### src/rtl/ula_seq_if.sv
// Operation/result handshake bundle between the EX-stage issue logic and ula_seq.
interface ula_seq_if #(
  parameter int WIDTH = 32
) ();
  logic             in_valid;
  logic             in_ready;
  logic [WIDTH-1:0] a;
  logic [WIDTH-1:0] b;
  logic [3:0]       op;
  logic             out_valid;
  logic             out_ready;
  logic [WIDTH-1:0] result;
  logic             zero;
  logic [1:0]       status;

  modport master (
    output in_valid, a, b, op, out_ready,
    input  in_ready, out_valid, result, zero, status
  );

  modport slave (
    input  in_valid, a, b, op, out_ready,
    output in_ready, out_valid, result, zero, status
  );
endinterface

### src/rtl/ula_seq.sv
// Registered ALU with valid/ready handshake, iterative MULTU/DIVU into HI/LO,
// and saturating per-op / overflow / error monitoring counters.
module ula_seq #(
  parameter int WIDTH = 32,
  parameter int CNT_W = 32
) (
  input  logic             clk,
  input  logic             reset,
  ula_seq_if.slave         bus,
  output logic [WIDTH-1:0] hi,
  output logic [WIDTH-1:0] lo,
  output logic             busy,
  input  logic             clr_counters,
  input  logic [3:0]       cnt_sel,
  output logic [CNT_W-1:0] op_count,
  output logic [CNT_W-1:0] overflow_count,
  output logic [CNT_W-1:0] error_count
);
  localparam int SH_W = $clog2(WIDTH);

  localparam logic [3:0] OP_AND   = 4'b0000;
  localparam logic [3:0] OP_OR    = 4'b0001;
  localparam logic [3:0] OP_ADD   = 4'b0010;
  localparam logic [3:0] OP_XOR   = 4'b0011;
  localparam logic [3:0] OP_NOR   = 4'b0100;
  localparam logic [3:0] OP_SLTU  = 4'b0101;
  localparam logic [3:0] OP_SUB   = 4'b0110;
  localparam logic [3:0] OP_SLT   = 4'b0111;
  localparam logic [3:0] OP_SLL   = 4'b1000;
  localparam logic [3:0] OP_SRL   = 4'b1001;
  localparam logic [3:0] OP_MULTU = 4'b1010;
  localparam logic [3:0] OP_DIVU  = 4'b1011;
  localparam logic [3:0] OP_MFHI  = 4'b1100;
  localparam logic [3:0] OP_MFLO  = 4'b1101;
  localparam logic [3:0] OP_SRA   = 4'b1110;
  localparam logic [3:0] OP_INV   = 4'b1111;

  localparam logic [1:0] S_IDLE = 2'd0;
  localparam logic [1:0] S_MUL  = 2'd1;
  localparam logic [1:0] S_DIV  = 2'd2;
  localparam logic [1:0] S_DONE = 2'd3;

  localparam logic [1:0] ST_OK   = 2'b00;
  localparam logic [1:0] ST_OVF  = 2'b01;
  localparam logic [1:0] ST_DIV0 = 2'b10;
  localparam logic [1:0] ST_INV  = 2'b11;

  logic [1:0]       state_q, state_d;
  logic [SH_W-1:0]  iter_q, iter_d;
  logic [WIDTH-1:0] opnd_q, opnd_d;
  logic [WIDTH-1:0] work_hi_q, work_hi_d;
  logic [WIDTH-1:0] work_lo_q, work_lo_d;
  logic             out_valid_q, out_valid_d;
  logic [WIDTH-1:0] result_q, result_d;
  logic             zero_q, zero_d;
  logic [1:0]       status_q, status_d;
  logic [WIDTH-1:0] hi_q, hi_d;
  logic [WIDTH-1:0] lo_q, lo_d;
  logic [CNT_W-1:0] op_cnt_q [16];
  logic [CNT_W-1:0] op_cnt_d [16];
  logic [CNT_W-1:0] ovf_cnt_q, ovf_cnt_d;
  logic [CNT_W-1:0] err_cnt_q, err_cnt_d;

  logic             in_ready;
  logic             accept;
  logic             inc_ovf;
  logic             inc_err;
  logic [WIDTH-1:0] alu_res;
  logic [1:0]       alu_status;
  logic [WIDTH-1:0] sum;
  logic [WIDTH-1:0] diff;
  logic [SH_W-1:0]  shamt;
  logic [WIDTH:0]   mul_sum;
  logic [WIDTH:0]   rem_sh;
  logic             div_fit;

  assign in_ready = (state_q == S_IDLE) && (!out_valid_q || bus.out_ready);
  assign accept   = bus.in_valid && in_ready;
  assign busy     = (state_q == S_MUL) || (state_q == S_DIV);

  assign bus.in_ready  = in_ready;
  assign bus.out_valid = out_valid_q;
  assign bus.result    = result_q;
  assign bus.zero      = zero_q;
  assign bus.status    = status_q;
  assign hi             = hi_q;
  assign lo             = lo_q;
  assign op_count       = op_cnt_q[cnt_sel];
  assign overflow_count = ovf_cnt_q;
  assign error_count    = err_cnt_q;

  // Single-cycle ops evaluated straight from the presented operands, used only on accept.
  always_comb begin
    sum        = bus.a + bus.b;
    diff       = bus.a - bus.b;
    shamt      = bus.a[SH_W-1:0];
    alu_res    = '0;
    alu_status = ST_OK;
    case (bus.op)
      OP_AND:  alu_res = bus.a & bus.b;
      OP_OR:   alu_res = bus.a | bus.b;
      OP_XOR:  alu_res = bus.a ^ bus.b;
      OP_NOR:  alu_res = ~(bus.a | bus.b);
      OP_ADD: begin
        alu_res = sum;
        if ((bus.a[WIDTH-1] == bus.b[WIDTH-1]) && (sum[WIDTH-1] != bus.a[WIDTH-1]))
          alu_status = ST_OVF;
      end
      OP_SUB: begin
        alu_res = diff;
        if ((bus.a[WIDTH-1] != bus.b[WIDTH-1]) && (diff[WIDTH-1] != bus.a[WIDTH-1]))
          alu_status = ST_OVF;
      end
      OP_SLT:  alu_res = {{(WIDTH-1){1'b0}}, ($signed(bus.a) < $signed(bus.b))};
      OP_SLTU: alu_res = {{(WIDTH-1){1'b0}}, (bus.a < bus.b)};
      OP_SLL:  alu_res = bus.b << shamt;
      OP_SRL:  alu_res = bus.b >> shamt;
      OP_SRA:  alu_res = $signed(bus.b) >>> shamt;
      OP_MFHI: alu_res = hi_q;
      OP_MFLO: alu_res = lo_q;
      OP_INV:  alu_status = ST_INV;
      default: alu_res = '0;
    endcase
  end

  // One iteration of shift-add multiply and restoring divide on the work registers.
  always_comb begin
    mul_sum = {1'b0, work_hi_q} + (work_lo_q[0] ? {1'b0, opnd_q} : '0);
    rem_sh  = {work_hi_q, work_lo_q[WIDTH-1]};
    div_fit = rem_sh >= {1'b0, opnd_q};
  end

  // Sequencer: accepts ops, steps MUL/DIV, and commits results on the edge entering DONE.
  always_comb begin
    state_d     = state_q;
    iter_d      = iter_q;
    opnd_d      = opnd_q;
    work_hi_d   = work_hi_q;
    work_lo_d   = work_lo_q;
    out_valid_d = out_valid_q;
    result_d    = result_q;
    zero_d      = zero_q;
    status_d    = status_q;
    hi_d        = hi_q;
    lo_d        = lo_q;
    inc_ovf     = 1'b0;
    inc_err     = 1'b0;
    if (out_valid_q && bus.out_ready)
      out_valid_d = 1'b0;
    case (state_q)
      S_IDLE: begin
        if (accept) begin
          if (bus.op == OP_MULTU) begin
            opnd_d    = bus.a;
            work_hi_d = '0;
            work_lo_d = bus.b;
            iter_d    = '0;
            state_d   = S_MUL;
          end else if (bus.op == OP_DIVU) begin
            if (bus.b == '0) begin
              out_valid_d = 1'b1;
              result_d    = '1;
              zero_d      = 1'b0;
              status_d    = ST_DIV0;
              lo_d        = '1;
              hi_d        = bus.a;
              inc_err     = 1'b1;
              state_d     = S_DONE;
            end else begin
              opnd_d    = bus.b;
              work_hi_d = '0;
              work_lo_d = bus.a;
              iter_d    = '0;
              state_d   = S_DIV;
            end
          end else begin
            out_valid_d = 1'b1;
            result_d    = alu_res;
            zero_d      = (alu_res == '0);
            status_d    = alu_status;
            inc_ovf     = (alu_status == ST_OVF);
            inc_err     = (alu_status == ST_INV);
          end
        end
      end
      S_MUL, S_DIV: begin
        if (state_q == S_MUL) begin
          work_hi_d = mul_sum[WIDTH:1];
          work_lo_d = {mul_sum[0], work_lo_q[WIDTH-1:1]};
        end else begin
          work_hi_d = div_fit ? (rem_sh[WIDTH-1:0] - opnd_q) : rem_sh[WIDTH-1:0];
          work_lo_d = {work_lo_q[WIDTH-2:0], div_fit};
        end
        iter_d = iter_q + SH_W'(1);
        if (iter_q == SH_W'(WIDTH - 1)) begin
          out_valid_d = 1'b1;
          result_d    = work_lo_d;
          zero_d      = (work_lo_d == '0);
          status_d    = ST_OK;
          hi_d        = work_hi_d;
          lo_d        = work_lo_d;
          state_d     = S_DONE;
        end
      end
      default: state_d = S_IDLE;
    endcase
  end

  // Saturating monitoring counters; a clear wins over any same-cycle increment.
  always_comb begin
    for (int i = 0; i < 16; i++)
      op_cnt_d[i] = op_cnt_q[i];
    ovf_cnt_d = ovf_cnt_q;
    err_cnt_d = err_cnt_q;
    if (clr_counters) begin
      for (int i = 0; i < 16; i++)
        op_cnt_d[i] = '0;
      ovf_cnt_d = '0;
      err_cnt_d = '0;
    end else begin
      if (accept && (op_cnt_q[bus.op] != '1))
        op_cnt_d[bus.op] = op_cnt_q[bus.op] + CNT_W'(1);
      if (inc_ovf && (ovf_cnt_q != '1))
        ovf_cnt_d = ovf_cnt_q + CNT_W'(1);
      if (inc_err && (err_cnt_q != '1))
        err_cnt_d = err_cnt_q + CNT_W'(1);
    end
  end

  // State and datapath registers; reset aborts any operation in flight.
  always_ff @(posedge clk or posedge reset) begin
    if (reset) begin
      state_q     <= S_IDLE;
      iter_q      <= '0;
      opnd_q      <= '0;
      work_hi_q   <= '0;
      work_lo_q   <= '0;
      out_valid_q <= 1'b0;
      result_q    <= '0;
      zero_q      <= 1'b0;
      status_q    <= ST_OK;
      hi_q        <= '0;
      lo_q        <= '0;
      for (int i = 0; i < 16; i++)
        op_cnt_q[i] <= '0;
      ovf_cnt_q   <= '0;
      err_cnt_q   <= '0;
    end else begin
      state_q     <= state_d;
      iter_q      <= iter_d;
      opnd_q      <= opnd_d;
      work_hi_q   <= work_hi_d;
      work_lo_q   <= work_lo_d;
      out_valid_q <= out_valid_d;
      result_q    <= result_d;
      zero_q      <= zero_d;
      status_q    <= status_d;
      hi_q        <= hi_d;
      lo_q        <= lo_d;
      for (int i = 0; i < 16; i++)
        op_cnt_q[i] <= op_cnt_d[i];
      ovf_cnt_q   <= ovf_cnt_d;
      err_cnt_q   <= err_cnt_d;
    end
  end
endmodule
### src/flat_wrapper.sv
// flat-port wrapper written by rule: the top's interface ports become plain ports
module ula_seq_flat 
#(
  parameter int WIDTH = 32,
  parameter int CNT_W = 32
)
  (clk, reset, hi, lo, busy, clr_counters, cnt_sel, op_count, overflow_count, error_count, bus_in_valid, bus_a, bus_b, bus_op, bus_out_ready, bus_in_ready, bus_out_valid, bus_result, bus_zero, bus_status);
  ula_seq_if #(.WIDTH(WIDTH)) bus_i ();
  input  logic clk;
  input  logic reset;
  output logic [WIDTH-1:0] hi;
  output logic [WIDTH-1:0] lo;
  output logic busy;
  input  logic clr_counters;
  input  logic [3:0] cnt_sel;
  output logic [CNT_W-1:0] op_count;
  output logic [CNT_W-1:0] overflow_count;
  output logic [CNT_W-1:0] error_count;
  input wire logic [$bits(bus_i.in_valid)-1:0] bus_in_valid;
  input wire logic [$bits(bus_i.a)-1:0] bus_a;
  input wire logic [$bits(bus_i.b)-1:0] bus_b;
  input wire logic [$bits(bus_i.op)-1:0] bus_op;
  input wire logic [$bits(bus_i.out_ready)-1:0] bus_out_ready;
  output wire logic [$bits(bus_i.in_ready)-1:0] bus_in_ready;
  output wire logic [$bits(bus_i.out_valid)-1:0] bus_out_valid;
  output wire logic [$bits(bus_i.result)-1:0] bus_result;
  output wire logic [$bits(bus_i.zero)-1:0] bus_zero;
  output wire logic [$bits(bus_i.status)-1:0] bus_status;
  assign bus_i.in_valid = bus_in_valid;
  assign bus_i.a = bus_a;
  assign bus_i.b = bus_b;
  assign bus_i.op = bus_op;
  assign bus_i.out_ready = bus_out_ready;
  assign bus_in_ready = bus_i.in_ready;
  assign bus_out_valid = bus_i.out_valid;
  assign bus_result = bus_i.result;
  assign bus_zero = bus_i.zero;
  assign bus_status = bus_i.status;
  ula_seq #(.WIDTH(WIDTH), .CNT_W(CNT_W)) u_core (.clk(clk), .reset(reset), .bus(bus_i), .hi(hi), .lo(lo), .busy(busy), .clr_counters(clr_counters), .cnt_sel(cnt_sel), .op_count(op_count), .overflow_count(overflow_count), .error_count(error_count));
endmodule
### config.mk
export PLATFORM = sky130hd
export DESIGN_NAME = ula_seq_flat
export DESIGN_NICKNAME = d
export VERILOG_FILES = /design/src/rtl/ula_seq_if.sv /design/src/rtl/ula_seq.sv /design/src/flat_wrapper.sv
export SDC_FILE = /design/constraint.sdc
export NUM_CORES = 2
export LEC_CHECK = 0
export ABC_CLOCK_PERIOD_IN_PS = 70400
export CORE_MARGIN = 2
export CORE_UTILIZATION = 50
export CTS_CLUSTER_DIAMETER = 40
export DETAILED_ROUTE_END_ITERATION = 6
export PLACE_DENSITY = 0.77
export SETUP_SLACK_MARGIN = 0.3
export SLEW_MARGIN = 20
export SYNTH_ARGS = -nofsm -noshare
export SYNTH_HDL_FRONTEND = slang
export SYNTH_SLANG_ARGS = --single-unit
export TNS_END_PERCENT = 30
### constraint.sdc
create_clock -name clk -period 70.4 [get_ports clk]
set_clock_uncertainty 0.05 [all_clocks]
set_input_delay 14.08 -clock clk [delete_from_list [all_inputs] [get_ports clk]]
set_output_delay 14.08 -clock clk [all_outputs]
set_load 0.02 [all_outputs]
Word level (Yosys, flattened, before mapping) --
Index checks and enable logic that the tools add are counted.
Storage, ports and cells: register bits after elaboration 779, output and inout bits 198, input port bits 77, logic and storage cells 208
Operators by class: bitwise gates (word level) 6, $lt $le $gt $ge 6, reductions and logical operators 28, $add $sub $neg 8, shift operators 3, mux-type cells 92, equality and inequality tests 36
Operator list (count):
- 32-bit 2-to-1 mux | 38
- 512-bit 2-to-1 mux | 2
- 512-bit bitwise mux | 1
- 32-bit one-hot mux with 13 select lines | 1
- 32-bit one-hot mux with 2 select lines | 5
- 32-bit binary-select mux with 4-bit select | 2
- 32-bit demux with 4-bit select | 1
- 32-bit by 1-bit adder with 32-bit output, second input constant | 3
- 32-bit logical NOT | 3
- 32-bit != test, second input constant | 3
- 32-bit less-than comparator | 2
- 32-bit subtractor | 2
- 32-bit by 33-bit adder with 33-bit output | 1
- 33-bit by 32-bit >= comparator with 1-bit output | 1
- 32-bit adder | 1
- 32-bit AND | 1
- 4-bit equality test, second input constant | 8
- 32-bit NOT | 1
- 32-bit bitwise OR | 1
- 32-bit by 5-bit << shifter with 32-bit output | 1
- 32-bit by 5-bit right shift with 32-bit output | 1
- 32-bit by 5-bit >>> shifter with 32-bit output | 1
- 32-bit bitwise XOR | 1
- 1-bit 2-to-1 mux | 23
- other kinds (32) | 75

Longest topological paths before layout --
depth after elaboration 13, gate-level depth with buffers 21, gate-level depth less buffers 16

Worst setup path after synthesis --
OpenSTA, ideal clock, no wires.
kind input to output, start input cnt_sel[0], end output op_count[11], data arrival time 16.221 ns, slack 40.049 ns, stages on the path 4, data required time 56.270 ns, path through clkbuf_1 > buf_1 > mux4_2 > mux4_2
On the way: word-level cells in the longest chain between the ends 4
Ends and longest elaborated chain:
- start, declared | line flat_wrapper.sv:15 | input logic [3:0] cnt_sel;
- 4-bit NOT with 5-bit output (not written as such) | line ula_seq.sv:88 | assign op_count = op_cnt_q[cnt_sel];
- 32-bit binary-select mux with 4-bit select | line ula_seq.sv:88
- 32-bit 2-to-1 mux (not written as such) (2 in a row) | line ula_seq.sv:88
- end, declared | line flat_wrapper.sv:16 | output logic [CNT_W-1:0] op_count;
No other way between the ends. The select of a mux whose other input is x is not followed.

Worst setup path in the final report --
start input cnt_sel[1], end output op_count[27]
Same word-level chain as after synthesis.

==> flow_metrics.env <==
export IMPL_outcome="finished with violations"
export IMPL_violations="DRC"
export IMPL_final_area_um2=61200
export IMPL_total_power_uw=2000
export IMPL_worst_r2r_startpoint="u_core.work_lo_q[31]$_DFFE_PP0P_"
export IMPL_wire_per_inst_um=31.9
export IMPL_drc=24
export IMPL_synth_compound_area_share_pct=19.2
export IMPL_tightestPinTransition_ns=1.23
export IMPL_finalNetCount=5996
export IMPL_num_vias=50904
export IMPL_cts_resized=0
export IMPL_highest_layer="met5"
export IMPL_cts_sinks=779
export IMPL_regToRegSetupSlack_ns=65.09
export IMPL_grt_max_degree=178
export IMPL_first_pass_iters=7
export IMPL_worstPathCellList="buf_6, buf_4, mux4_2, mux4_2, clkdlybuf4s50_1"
export IMPL_cts_tree="built"
export IMPL_synth_simple_gate_area_share_pct=14.7
export IMPL_yosys_warnings=0
export IMPL_worstHoldPathCells=1
export IMPL_seqPwrFrac_pct=28.9
export IMPL_fmax_mhz=32.0
export IMPL_htreeDepth=3
export IMPL_worst_ir_drop_vdd_mv=0.0311
export IMPL_synth_cell_area_um2=53200
export IMPL_worst_setup_path_type="input pin to output port"
export IMPL_synth_ff_type="dfrtp_1"
export IMPL_cp_arrival_ns=17.07
export IMPL_grt_pass1_vias=49622
export IMPL_routed_via_density=7.04
export IMPL_numCtsBuffers=110
export IMPL_crit_buf_inv=3
export IMPL_initial_core_util_pct=50.5
export IMPL_hold_ws_ns=0.431
export IMPL_synthAdderAreaFrac_pct=4.33
export IMPL_antenna_found_initial=11
export IMPL_p_sw_share_pct=43.3
export IMPL_slew_headroom_pct=17.5
export IMPL_clk_latency_ns=0.75
export IMPL_clockBufferDepth=3
export IMPL_die_h_um=330
export IMPL_io_pins=275
export IMPL_fin_cells=7232
export IMPL_pwr_share_comb_pct=40.7
export IMPL_coreArea_um2=105000
export IMPL_cts_setup_buffers=0
export IMPL_maxSlewViolCount=0
export IMPL_timing_rr_end="u_core.work_hi_q[16]$_DFFE_PP0P_"
export IMPL_critPathMostFrequentCell="mux4_2"
export IMPL_met3WireLength_mm=33.1
export IMPL_cpLargestDelayFamily="buffers and inverters"
export IMPL_die_area_um2=109000
export IMPL_synth_top_family_by_area="compound AO/OA/AOI/OAI gates"
export IMPL_dp_hpwl_mm=155
export IMPL_dpl_instance_area_um2=57000
export IMPL_path_max_fanout=73
export IMPL_grt_pass1_wl_mm=336
export IMPL_cts_hold_fix_buffers=0
export IMPL_synth_xor_area_share_pct=2.50
export IMPL_synthDistinctLibCells=104
export IMPL_synthesis_instances=5689
export IMPL_fp_row_count=119
export IMPL_hold_path_end="u_core.bus.result[30]$_DFFE_PP0P_"
export IMPL_wl_mm=231
export IMPL_p_int_uw=1130
export IMPL_tns_ns=0
export IMPL_ant_nets=0
export IMPL_fin_crit_sh_pct=44.3
export IMPL_slowest_stage="buf_4"
export IMPL_p_clk_share_pct=30.4
export IMPL_drtIter0Drc=7696
export IMPL_wl_met2_mm=96.9
export IMPL_power_density_nw_per_um2=32.7
export IMPL_gp_congestion=1.07
export IMPL_cp_data_required_time_ns=56.27
export IMPL_dp_cells=7016
export IMPL_final_cell_mix="nand2_1 (900), o21ai_0 (785), dfrtp_1 (779)"
export IMPL_rsz0062_at_grt="no"
export IMPL_syn_nets=5948
export IMPL_yosys_register_bits=779
export IMPL_muxShareOfSynthArea_pct=17.5
export IMPL_max_cap_viol_count=0
export IMPL_ys_seq_area_share_pct=36.6
export IMPL_reg2reg_depth=14
export IMPL_clk_pin_slew_ns=0.05
export IMPL_final_layout_size_suffix_gt1_share_pct=13.4
export IMPL_fp_dieW_um=330
export IMPL_area_growth_pct=14.9
export IMPL_critPathMaxStageDelay_ns=0.79
export IMPL_hold_path_class="flop to flop"
export IMPL_setup_viol=0
export IMPL_synth_avg_cell_area_um2=9.36
export IMPL_layout_commonest_cell="nand2_1"
export IMPL_fin_crit_ns=31.20
export IMPL_start_kind="input pin"
export IMPL_end_kind="output port"
export IMPL_async_flop_share_pct=100
export IMPL_port_buffers=274
export IMPL_grt_overflow=0
export IMPL_leakage_uw=0.0256
export IMPL_synth_edf_count=0
export IMPL_holdCritStartpoint="u_core.bus.result[30]$_DFFE_PP0P_"
export IMPL_switching_power_uw=865
export IMPL_finalHoldViolations=0
export IMPL_grt_use_total_pct=41.9
export IMPL_met1_length_mm=83.7
export IMPL_cts_root_buffer="clkbuf_16"
==> cell families after synthesis <==
| family | count (synthesis) |
|---|---|
| XOR/XNOR | 152 |
| adder cells (fa/ha/maj) | 182 |
| flip-flops | 779 |
| multiplexers | 475 |
| AND/OR/NAND/NOR | 1779 |
| AO/OA/AOI/OAI | 1686 |
| buffers and inverters | 636 |
==> cell usage after synthesis, types with 13 or more instances <==
library cell  instances  area (um2)
and3_1               40         250
or3_1                13        81.3
a21o_1               50         375
o31ai_1              43         323
nor4_1               43         269
mux2i_1              91         911
buf_2                34         170
o221ai_1             18         158
a21oi_1             261        1310
a211oi_1             87         653
o21ai_0             799        4000
a221oi_1             24         210
nor2b_1              29         181
clkbuf_1            355        1330
buf_4                20         150
o21bai_1             18         135
o22ai_1              41         257
o211ai_1             40         300
ha_1                178        2230
nor2_1              393        1480
nand2_1             901        3380
a22o_1               22         193
nand3_1              87         435
a22oi_1              41         308
mux4_2              301        6780
xnor2_1              70         613
a31oi_1              49         307
nor3_1               81         405
nand2b_1             25         156
mux4_1               38         998
buf_1                40         150
dfrtp_1             779       19500
a211o_1              15         131
inv_1               163         612
and2_1               66         413
xor2_1               82         718
o21a_1               24         180
mux2_2               36         405
nand4_1              39         244
==> power by group through the flow <==
stage | Sequential [uW] | Combinational (uW) | Clock [uW]
3_3_place_gp | 577 | 769 | 0
5_1_grt | 577 | 863 | 629
3_5_place_dp | 578 | 781 | 0
2_1_floorplan | 574 | 463 | 0
6_report | 578 | 814 | 607
4_1_cts | 571 | 785 | 608
==> worst max-delay path by stage <==
stage,from,to,slack (ns),cells after the start
global placement,cnt_sel[0],op_count[20],39.17,5
finish,cnt_sel[1],op_count[27],39.20,5
floorplan,reset,u_core.bus.out_valid$_DFF_PP0_,34.40,1
detailed placement,cnt_sel[0],op_count[20],39.13,5
global route,cnt_sel[0],op_count[20],39.03,5
CTS,cnt_sel[0],op_count[7],39.12,5
==> area by class of cell <==
cell class | instances | area [um2]
Fill cell | 8901 | 44300
Multi-Input combinational cell | 4274 | 31400
Sequential cell | 779 | 19500
Timing Repair Buffer | 405 | 3740
Clock buffer | 128 | 2910
Tap cell | 1391 | 1740
Clock inverter | 79 | 1170
Inverter | 167 | 634
Antenna cell | 9 | 22.5
==> per-stage QoR <==
step,setup slack [ns],util [%]
floorplan,34.40,-
global placement,39.17,54.0
detailed placement,39.13,54.0
CTS,39.12,57.9
global route,39.03,58.0
finish,39.20,58.0
==> sequential cells by signal, indices dropped and copies added, names as in the netlist, 32 cells and up <==
| name | flops |
|---|---|
| u_core.op_cnt_q | 512 |
| u_core.bus.result | 32 |
| u_core.error_count | 32 |
| u_core.hi | 32 |
| u_core.lo | 32 |
| u_core.opnd_q | 32 |
| u_core.overflow_count | 32 |
| u_core.work_hi_q | 32 |
| u_core.work_lo_q | 32 |
==> worst reg2reg max path: cells and delay by family, from the launching register on <==
family	cells	cell delay [ns]
compound gates	9	3.46
buf+inv	3	0.93
flops	1	0.52
fa+ha+maj	1	0.23
simple gates	1	0.07
==> per-layer routing <==
layer | vias to the layer above | GRT usage, %
li1 | 20925 | -
met1 | 24974 | 54.0
met2 | 3993 | 59.7
met3 | 1000 | 16.3
met4 | 12 | 25.0
met5 | - | 0.870
No activity file was read; power rests on OpenSTA's default activity.
